<file path="src/rtl/spi_ctrl_pkg.sv">
// Shared types and sizing helpers for the SPI slave transaction controller.
package spi_ctrl_pkg;

  typedef enum logic [2:0] {
    ST_IDLE      = 3'd0,
    ST_HDR       = 3'd1,
    ST_DECODE    = 3'd2,
    ST_RD_LOAD   = 3'd3,
    ST_RD_SHIFT  = 3'd4,
    ST_WR_SHIFT  = 3'd5,
    ST_WR_COMMIT = 3'd6,
    ST_WAIT_CS   = 3'd7
  } state_e;

  // Wide enough to hold the longest segment length (header or data word).
  function automatic int cnt_width(input int addr_w, input int data_w);
    int span;
    span = ((addr_w + 1) > data_w) ? (addr_w + 1) : data_w;
    return $clog2(span + 1);
  endfunction

endpackage

</file>
<file path="src/rtl/spi_bit_counter.sv">
// Strobe counter with synchronous clear and terminal-count flag against a runtime limit.
module spi_bit_counter #(
  parameter int CNT_W = 4
) (
  input  logic             clk,
  input  logic             rst_n,
  input  logic             clr_i,
  input  logic             en_i,
  input  logic [CNT_W-1:0] limit_i,
  output logic [CNT_W-1:0] cnt_o,
  output logic             tc_o
);

  logic [CNT_W-1:0] cnt_q;
  logic [CNT_W-1:0] cnt_d;

  always_comb begin
    cnt_d = cnt_q;
    if (clr_i) begin
      cnt_d = {CNT_W{1'b0}};
    end else if (en_i) begin
      cnt_d = cnt_q + CNT_W'(1);
    end else begin
      cnt_d = cnt_q;
    end
  end

  always_ff @(posedge clk or negedge rst_n) begin
    if (!rst_n) begin
      cnt_q <= {CNT_W{1'b0}};
    end else begin
      cnt_q <= cnt_d;
    end
  end

  assign cnt_o = cnt_q;
  // High while the next strobe is the last one of the segment.
  assign tc_o  = (cnt_q == (limit_i - CNT_W'(1)));

endmodule

</file>
<file path="src/rtl/spi_xfer_ctrl.sv">
// Transaction sequencer for the SPI memory slave: header decode, read load/shift,
// write commit, optional burst auto-increment and clean abort on early CS release.
module spi_xfer_ctrl
  import spi_ctrl_pkg::*;
#(
  parameter int ADDR_W   = 7,
  parameter int DATA_W   = 8,
  parameter int BURST_EN = 0
) (
  input  logic clk,
  input  logic rst_n,
  input  logic sclk_rise,
  input  logic cs,
  input  logic lsbsrop,
  output logic addr_we,
  output logic sr_we,
  output logic dm_we,
  output logic miso_bufe,
  output logic addr_inc,
  output logic abort,
  output logic busy
);

  localparam int               CNT_W    = cnt_width(ADDR_W, DATA_W);
  localparam logic [CNT_W-1:0] HDR_LEN  = CNT_W'(ADDR_W + 1);
  localparam logic [CNT_W-1:0] WORD_LEN = CNT_W'(DATA_W);
  localparam logic             BURST    = (BURST_EN != 0);

  state_e state_q, state_d;
  logic addr_we_q, addr_we_d, sr_we_q, sr_we_d, dm_we_q, dm_we_d;
  logic miso_bufe_q, miso_bufe_d, addr_inc_q, addr_inc_d;
  logic abort_q, abort_d, busy_q, busy_d;

  logic             cnt_clr_s, cnt_en_s, cnt_tc_s, last_s;
  logic [CNT_W-1:0] cnt_lim_s, cnt_s;

  assign cnt_lim_s = (state_q == ST_HDR) ? HDR_LEN : WORD_LEN;
  assign cnt_en_s  = sclk_rise && ((state_q == ST_HDR) || (state_q == ST_RD_SHIFT) ||
                                   (state_q == ST_WR_SHIFT));
  assign last_s    = sclk_rise && cnt_tc_s;

  spi_bit_counter #(.CNT_W(CNT_W)) u_bit_counter (
    .clk     (clk),
    .rst_n   (rst_n),
    .clr_i   (cnt_clr_s),
    .en_i    (cnt_en_s),
    .limit_i (cnt_lim_s),
    .cnt_o   (cnt_s),
    .tc_o    (cnt_tc_s)
  );

  // Next state and next registered outputs; CS release overrides every active state.
  always_comb begin
    state_d     = state_q;
    addr_we_d   = 1'b0;
    sr_we_d     = 1'b0;
    dm_we_d     = 1'b0;
    miso_bufe_d = 1'b0;
    addr_inc_d  = 1'b0;
    abort_d     = 1'b0;
    cnt_clr_s   = 1'b1;
    case (state_q)
      ST_IDLE: begin
        if (!cs) state_d = ST_HDR;
        else     state_d = ST_IDLE;
      end
      ST_WAIT_CS: begin
        if (cs) state_d = ST_IDLE;
        else    state_d = ST_WAIT_CS;
      end
      default: begin
        if (cs) begin
          state_d = ST_IDLE;
          abort_d = (cnt_s != {CNT_W{1'b0}});
        end else begin
          case (state_q)
            ST_HDR: begin
              cnt_clr_s = last_s;
              if (last_s) begin
                addr_we_d = 1'b1;
                state_d   = ST_DECODE;
              end else begin
                state_d   = ST_HDR;
              end
            end
            ST_DECODE: begin
              if (lsbsrop) state_d = ST_RD_LOAD;
              else         state_d = ST_WR_SHIFT;
            end
            ST_RD_LOAD: begin
              sr_we_d = 1'b1;
              state_d = ST_RD_SHIFT;
            end
            ST_RD_SHIFT: begin
              cnt_clr_s = last_s;
              if (last_s) begin
                addr_inc_d = BURST;
                state_d    = BURST ? ST_RD_LOAD : ST_WAIT_CS;
              end else begin
                miso_bufe_d = 1'b1;
                state_d     = ST_RD_SHIFT;
              end
            end
            ST_WR_SHIFT: begin
              cnt_clr_s  = last_s;
              // Burst increment trails the commit pulse by one clock.
              addr_inc_d = BURST && dm_we_q;
              if (last_s) state_d = ST_WR_COMMIT;
              else        state_d = ST_WR_SHIFT;
            end
            ST_WR_COMMIT: begin
              dm_we_d = 1'b1;
              state_d = BURST ? ST_WR_SHIFT : ST_WAIT_CS;
            end
            default: begin
              state_d = ST_IDLE;
            end
          endcase
        end
      end
    endcase
    busy_d = (state_d != ST_IDLE);
  end

  // State and output registers.
  always_ff @(posedge clk or negedge rst_n) begin
    if (!rst_n) begin
      state_q     <= ST_IDLE;
      addr_we_q   <= 1'b0;
      sr_we_q     <= 1'b0;
      dm_we_q     <= 1'b0;
      miso_bufe_q <= 1'b0;
      addr_inc_q  <= 1'b0;
      abort_q     <= 1'b0;
      busy_q      <= 1'b0;
    end else begin
      state_q     <= state_d;
      addr_we_q   <= addr_we_d;
      sr_we_q     <= sr_we_d;
      dm_we_q     <= dm_we_d;
      miso_bufe_q <= miso_bufe_d;
      addr_inc_q  <= addr_inc_d;
      abort_q     <= abort_d;
      busy_q      <= busy_d;
    end
  end

  assign addr_we   = addr_we_q;
  assign sr_we     = sr_we_q;
  assign dm_we     = dm_we_q;
  assign miso_bufe = miso_bufe_q;
  assign addr_inc  = addr_inc_q;
  assign abort     = abort_q;
  assign busy      = busy_q;

endmodule

</file>
<file path="config.mk">
export PLATFORM = sky130hd
export DESIGN_NAME = spi_xfer_ctrl
export DESIGN_NICKNAME = d
export VERILOG_FILES = /design/src/rtl/spi_ctrl_pkg.sv /design/src/rtl/spi_bit_counter.sv /design/src/rtl/spi_xfer_ctrl.sv
export SDC_FILE = /design/constraint.sdc
export NUM_CORES = 1
export LEC_CHECK = 0
export ABC_AREA = 1
export BUFFER_PORTS_ARGS = -buffer_cell sky130_fd_sc_hd__buf_4
export CAP_MARGIN = 15
export CORE_AREA = 2 2 39 41
export CTS_CLUSTER_DIAMETER = 40
export DETAILED_ROUTE_END_ITERATION = 10
export DIE_AREA = 0 0 41 43
export PLACE_DENSITY = 0.76
export SYNTH_ARGS = -nofsm -noshare
export SYNTH_HDL_FRONTEND = slang
export SYNTH_SLANG_ARGS = --single-unit
</file>
<file path="constraint.sdc">
create_clock -name clk -period 2.9 [get_ports clk]
set_clock_uncertainty 0.05 [all_clocks]
set_input_delay 0.58 -clock clk [delete_from_list [all_inputs] [get_ports clk]]
set_output_delay 0.58 -clock clk [all_outputs]
set_load 0.02 [all_outputs]
</file>
* Word-level counts from Yosys, hierarchy flattened
Index checks and enable logic that the tools add are counted.
W data, S select, Z words.
** Operators by class
- Add/sub/neg operators :: 1
- Eq/ne operators :: 8
- Multiplexer cells :: 30
- Reductions and logical operators :: 10
** Operator list (number)
- $mux W1 :: 20
- $pmux W3 S6 :: 1
- $eq A3 B3 Y1 const B :: 4
- $mux W3 :: 3
- $mux W4 :: 2
- $eq A3 B2 Y1 const B :: 2
- $mux W2 :: 3
- $pmux W3 S2 :: 1
- $add A4 B1 Y4 const B :: 1
- $eq A4 B3 Y1 const B :: 1
- $reduce_bool A4 Y1 :: 1
- $eq A3 B1 Y1 const B :: 1
- $logic_not A3 Y1 :: 1
- $reduce_bool A3 Y1 :: 1
- $reduce_or A3 Y1 :: 1
- $logic_and A1 B1 Y1 :: 2
- $logic_or A1 B1 Y1 :: 2
- $reduce_bool A2 Y1 :: 1
- $reduce_or A2 Y1 :: 1
** Storage, ports and cells
- Register bits :: 13
- Input bits :: 5
- Output and inout port bits :: 7

* Logic depth before layout (Yosys ltp)
- Depth in word-level cells :: 7
- Depth in mapped cells :: 9
- Depth with buffers taken out :: 9

* By module
A second synthesis with hierarchy kept.
** Second synthesis, totals
- Cells, all modules :: 109
- Area, all modules :: 765.7 um^2
** By module, submodules not included
- spi_xfer_ctrl :: times used 1, cells an instance 53, area each 434.2 um^2
- spi_bit_counter :: times used 1, cells an instance 56, area each 331.6 um^2

* Least setup slack after synthesis
OpenSTA, ideal clock, no wires.
- Path kind :: input-to-reg
- From :: input sclk_rise
- To :: register state_q[1]
- Setup time :: 0.117 ns
- Arrival :: 1.045 ns
- Required time :: 2.733 ns
- Setup slack :: 1.687 ns
- Stages on the path :: 8
- Buffers on the path :: 0
- Cell sequence :: nand2_1 inv_1 nand2_1 nand2_1 nand2_1 nand2_1 nand2_1 nand2_1
** On the way
- Cells in the longest elaborated chain, start to end :: 5
** RTL lines
- from (decl) :: RTL line spi_xfer_ctrl.sv:12 : input logic sclk_rise,
- $logic_and A1 B1 Y1 (*) :: RTL line spi_xfer_ctrl.sv:40 : assign last_s = sclk_rise && cnt_tc_s;
- $mux W2, on equally long branches :: RTL line spi_xfer_ctrl.sv:79, spi_xfer_ctrl.sv:108, spi_xfer_ctrl.sv:96
- $pmux W3 S6 (*) :: RTL line spi_xfer_ctrl.sv:76 : case (state_q)
- $mux W3 (*) :: RTL line spi_xfer_ctrl.sv:72 : if (cs) begin
- $pmux W3 S2 (*) :: RTL line spi_xfer_ctrl.sv:62 : case (state_q)
- net state_d[1] :: RTL line spi_xfer_ctrl.sv:29 : state_e state_q, state_d;
- to (signal assigned) :: RTL line spi_xfer_ctrl.sv:137 : state_q <= state_d;
- to (decl) :: RTL line spi_xfer_ctrl.sv:29
Mark *: on every way through the listed nets, which the timed path passes. The rest lies on a longest branch.
A chain may end at the register's enable or synchronous reset.

* Final worst setup path
- From :: register busy_q, in the netlist busy
- To :: output busy
** RTL lines
- from (decl) :: RTL line spi_xfer_ctrl.sv:32 : logic abort_q, abort_d, busy_q, busy_d;
- from (signal assigned) :: RTL line spi_xfer_ctrl.sv:144 : busy_q <= busy_d;
- to (decl) :: RTL line spi_xfer_ctrl.sv:21 : output logic busy
No word-level cell between the ends.

==> flow_summary.ini <==
[setup_path]
worst-path-buf-inv = 1
slowest_stage_cell_cp = sky130_fd_sc_hd__dfrtp_1
cpLargestDelayFamily = flip-flops
worst_setup_path_end_kind = output port
peak_per_stage_delay_on_the_critical_path_ns = 0.37
path_class = reg -> out
worst_endpoint_data_arrival_time_ns = 0.81
crit_fanout = 1
start_kind = flop
crit_path_cell_trace = buf_4
worst_ep_required_time_ns = 2.27

[finish]
most_frequent_cells_in_the_layout = 18 x sky130_fd_sc_hd__nand2_1, 13 x sky130_fd_sc_hd__nor2_1, 13 x sky130_fd_sc_hd__dfrtp_1, 12 x sky130_fd_sc_hd__inv_1, 10 x sky130_fd_sc_hd__buf_4
multi_input_comb_area_um2 = 265
final_layout_size_suffix_gt1_share_pct = 16.0
ff_latch_area_um2 = 325
count_of_non_filler_cells_in_the_finished_layout = 110
synthToLayoutAreaGrowth_pct = 17.7
most_common_library_cell_in_the_layout_ignoring_fill_and_taps = sky130_fd_sc_hd__nand2_1
filler_cell_count = 126
nets = 102
final_cell_area_um2 = 757
ant_diodes = 0

[grt]
overflow = 0
grt_first_pass_wirelength_mm = 2.08
via_count_of_the_first_global_routing_pass = 532
grt_start_max_net_pins = 14
global_route.usage.total_pct = 18.0
grt_antenna_before_repair = 0

[clocking]
cts_post_setup_buffers_inserted = 0
clkSinkCount = 13
total_clock_buffers_created_by_cts = 3
insertion_delay_ns = 0.28
clock_tree.root_cell = sky130_fd_sc_hd__clkbuf_4
tritoncts = yes
cts-resized-gates = 0
clk_path_buf_depth = 2
clkTransAtPathRegs_ns = 0.08
cts-htree-levels = 1
post_cts_hold_buffer_count = 0

[synthesis]
muxShareOfSynthArea_pct = 0
synth_compound_area_share_pct = 6.03
syn-instance-count = 81
yosys.cell_types.count = 17
yosysSeqAreaShare_pct = 50.6
mappedNetlistNets = 88
yosys.area_share.xor_xnor_pct = 1.36
yosysTopAreaCellShare_pct = 50.6
synth-warning-count = 0
syn_area_cell_um2 = 7.94
mappedNetlistArea_um2 = 643
synth_area_leader_cell = sky130_fd_sc_hd__dfrtp_1
post_synth_fa_ha_maj_area_fraction_pct = 3.89
synth_top_family_by_area = simple AND/OR/NAND/NOR gates
synthSimpleGateAreaFrac_pct = 29.4
ys_top_cells_by_area = sky130_fd_sc_hd__dfrtp_1 51%, sky130_fd_sc_hd__nand2_1 11%, sky130_fd_sc_hd__nor2_1 7.6%
synth-seq-cells = 13

[timing]
final.min_clock_period_ns = 1.44
post-route-period-util_pct = 49.6
setup_viol = 0
tns_ns = 0
whs_ns = 0.0669
unrepaired_setup_endpoints_after_global_routing = no
max_freq_ghz = 0.696
slew_violations = 0
report.final.hold_viol_count = 0

[die]
floorplan.initialDensity_pct = 46.5
coreArea_um2 = 1380
num_rows = 14
floorplan.die.height_um = 43
io-pin-count = 12
die_area_um2 = 1760
die-width_um = 41

[detailed_routing]
drt-total-wl_mm = 1.24
post-route-drc-count = 0
antenna_left = 0
drt-wirelength-per-cell_um = 11.3
drt_first_iter_violations = 15
number_of_search_and_repair_iterations_in_the_first_detailed_routing_pass = 4
dr_total_vias = 564
detail_route.vias_per_cell = 5.13

[placed_design]
routability_driven_placement_congestion_ratio = 0.853
post_dp_cell_area_um2 = 731
dp.final_hpwl_um = 895
port-buffer-count = 10
post-place-cells = 106

[power]
cellLeakagePower_uw = 0.000403
powerDensity_nw_per_um2 = 462
power_uw = 349
p_switching_uw = 95.4
power.switching_fraction_pct = 27.3
power_frac_clock_pct = 33.2
p_seq_share_pct = 54.8
comb_power_share_pct = 12.0
max-vdd-ir-drop_mv = 0.201
cellInternalPower_uw = 254

[run]
number_of_violations_of_the_max_capacitance_limit = 0

[hold_path]
hp-class = in -> async

[outcome]
status = complete, no violations
==> kinds of logic after synthesis <==
group           count (synthesis)
simple gates                   44
buf+inv                        13
flops                          13
compound gates                  7
fa+ha+maj                       2
xor+xnor                        1
other cells                     1
==> state kept, by name (all words and copies together), names as in the netlist <==
name	flops
miso_bufe	1
state_q	3
busy	1
abort	1
sr_we	1
dm_we	1
addr_we	1
u_bit_counter.cnt_o	4
==> final cells by class <==
| class | instances | share of cell area, % |
|---|---|---|
| timing repair buffer | 10 | 9.92 |
| sequential | 13 | 43.0 |
| inverter | 12 | 5.95 |
| clock buffer | 4 | 3.47 |
| multi-input combinational | 55 | 35.0 |
| tap | 16 | 2.64 |
==> power groups by stage <==
stage                     logic [µW]  clock network [µW]  registers (µW)
after global placement          41.3                   0             195
after CTS                       42.5                 115             191
after detailed placement        42.3                   0             195
final                           42.1                 116             192
after floorplan                 25.2                   0             195
after global routing            48.3                 128             192
==> metal layers <==
| layer | up-vias | routed length, µm | global-route usage [%] |
|---|---|---|---|
| met5 | - | 0 | 0 |
| met4 | 0 | 51 | 12.0 |
| met3 | 7 | 71 | 6.28 |
| met2 | 25 | 621 | 27.5 |
| met1 | 254 | 495 | 19.7 |
| li1 | 278 | - | - |
==> cells in the mapped netlist <==
cell type	count
sky130_fd_sc_hd__nand2_1	18
sky130_fd_sc_hd__dfrtp_1	13
sky130_fd_sc_hd__nor2_1	13
sky130_fd_sc_hd__inv_1	12
sky130_fd_sc_hd__nand3_1	7
sky130_fd_sc_hd__nor3_1	3
sky130_fd_sc_hd__o21ai_0	3
sky130_fd_sc_hd__a21oi_1	2
sky130_fd_sc_hd__ha_1	2
sky130_fd_sc_hd__a211oi_1	1
sky130_fd_sc_hd__a31oi_1	1
sky130_fd_sc_hd__buf_4	1
sky130_fd_sc_hd__conb_1	1
sky130_fd_sc_hd__nor2_2	1
sky130_fd_sc_hd__nor3_2	1
sky130_fd_sc_hd__nor4_1	1
sky130_fd_sc_hd__xor2_1	1
==> path summary, 6_finish.rpt <==
| path | from | endpoint | slack, ns | depth (start not counted) |
|---|---|---|---|---|
| setup / recovery | busy | busy | 1.46 | 1 |
| hold reg to reg | state_q[2] | sr_we | 0.51 | 1 |
| hold / removal | rst_n | u_bit_counter.cnt_o[3] | 0.07 | 1 |
| setup reg to reg | u_bit_counter.cnt_o[0] | state_q[1] | 1.58 | 9 |
| max in group asynchronous | rst_n | sr_we | 2.57 | 1 |
| min in group clk | cs | miso_bufe | 0.45 | 2 |
==> stage by stage <==
stage	utilization [%]	worst slack (ns)
after global routing	54.7	1.42
final	54.7	1.46
after floorplan	-	1.69
after CTS	54.7	1.46
after detailed placement	52.8	1.46
after global placement	52.8	1.48
Power figures use the tool's default switching activity.
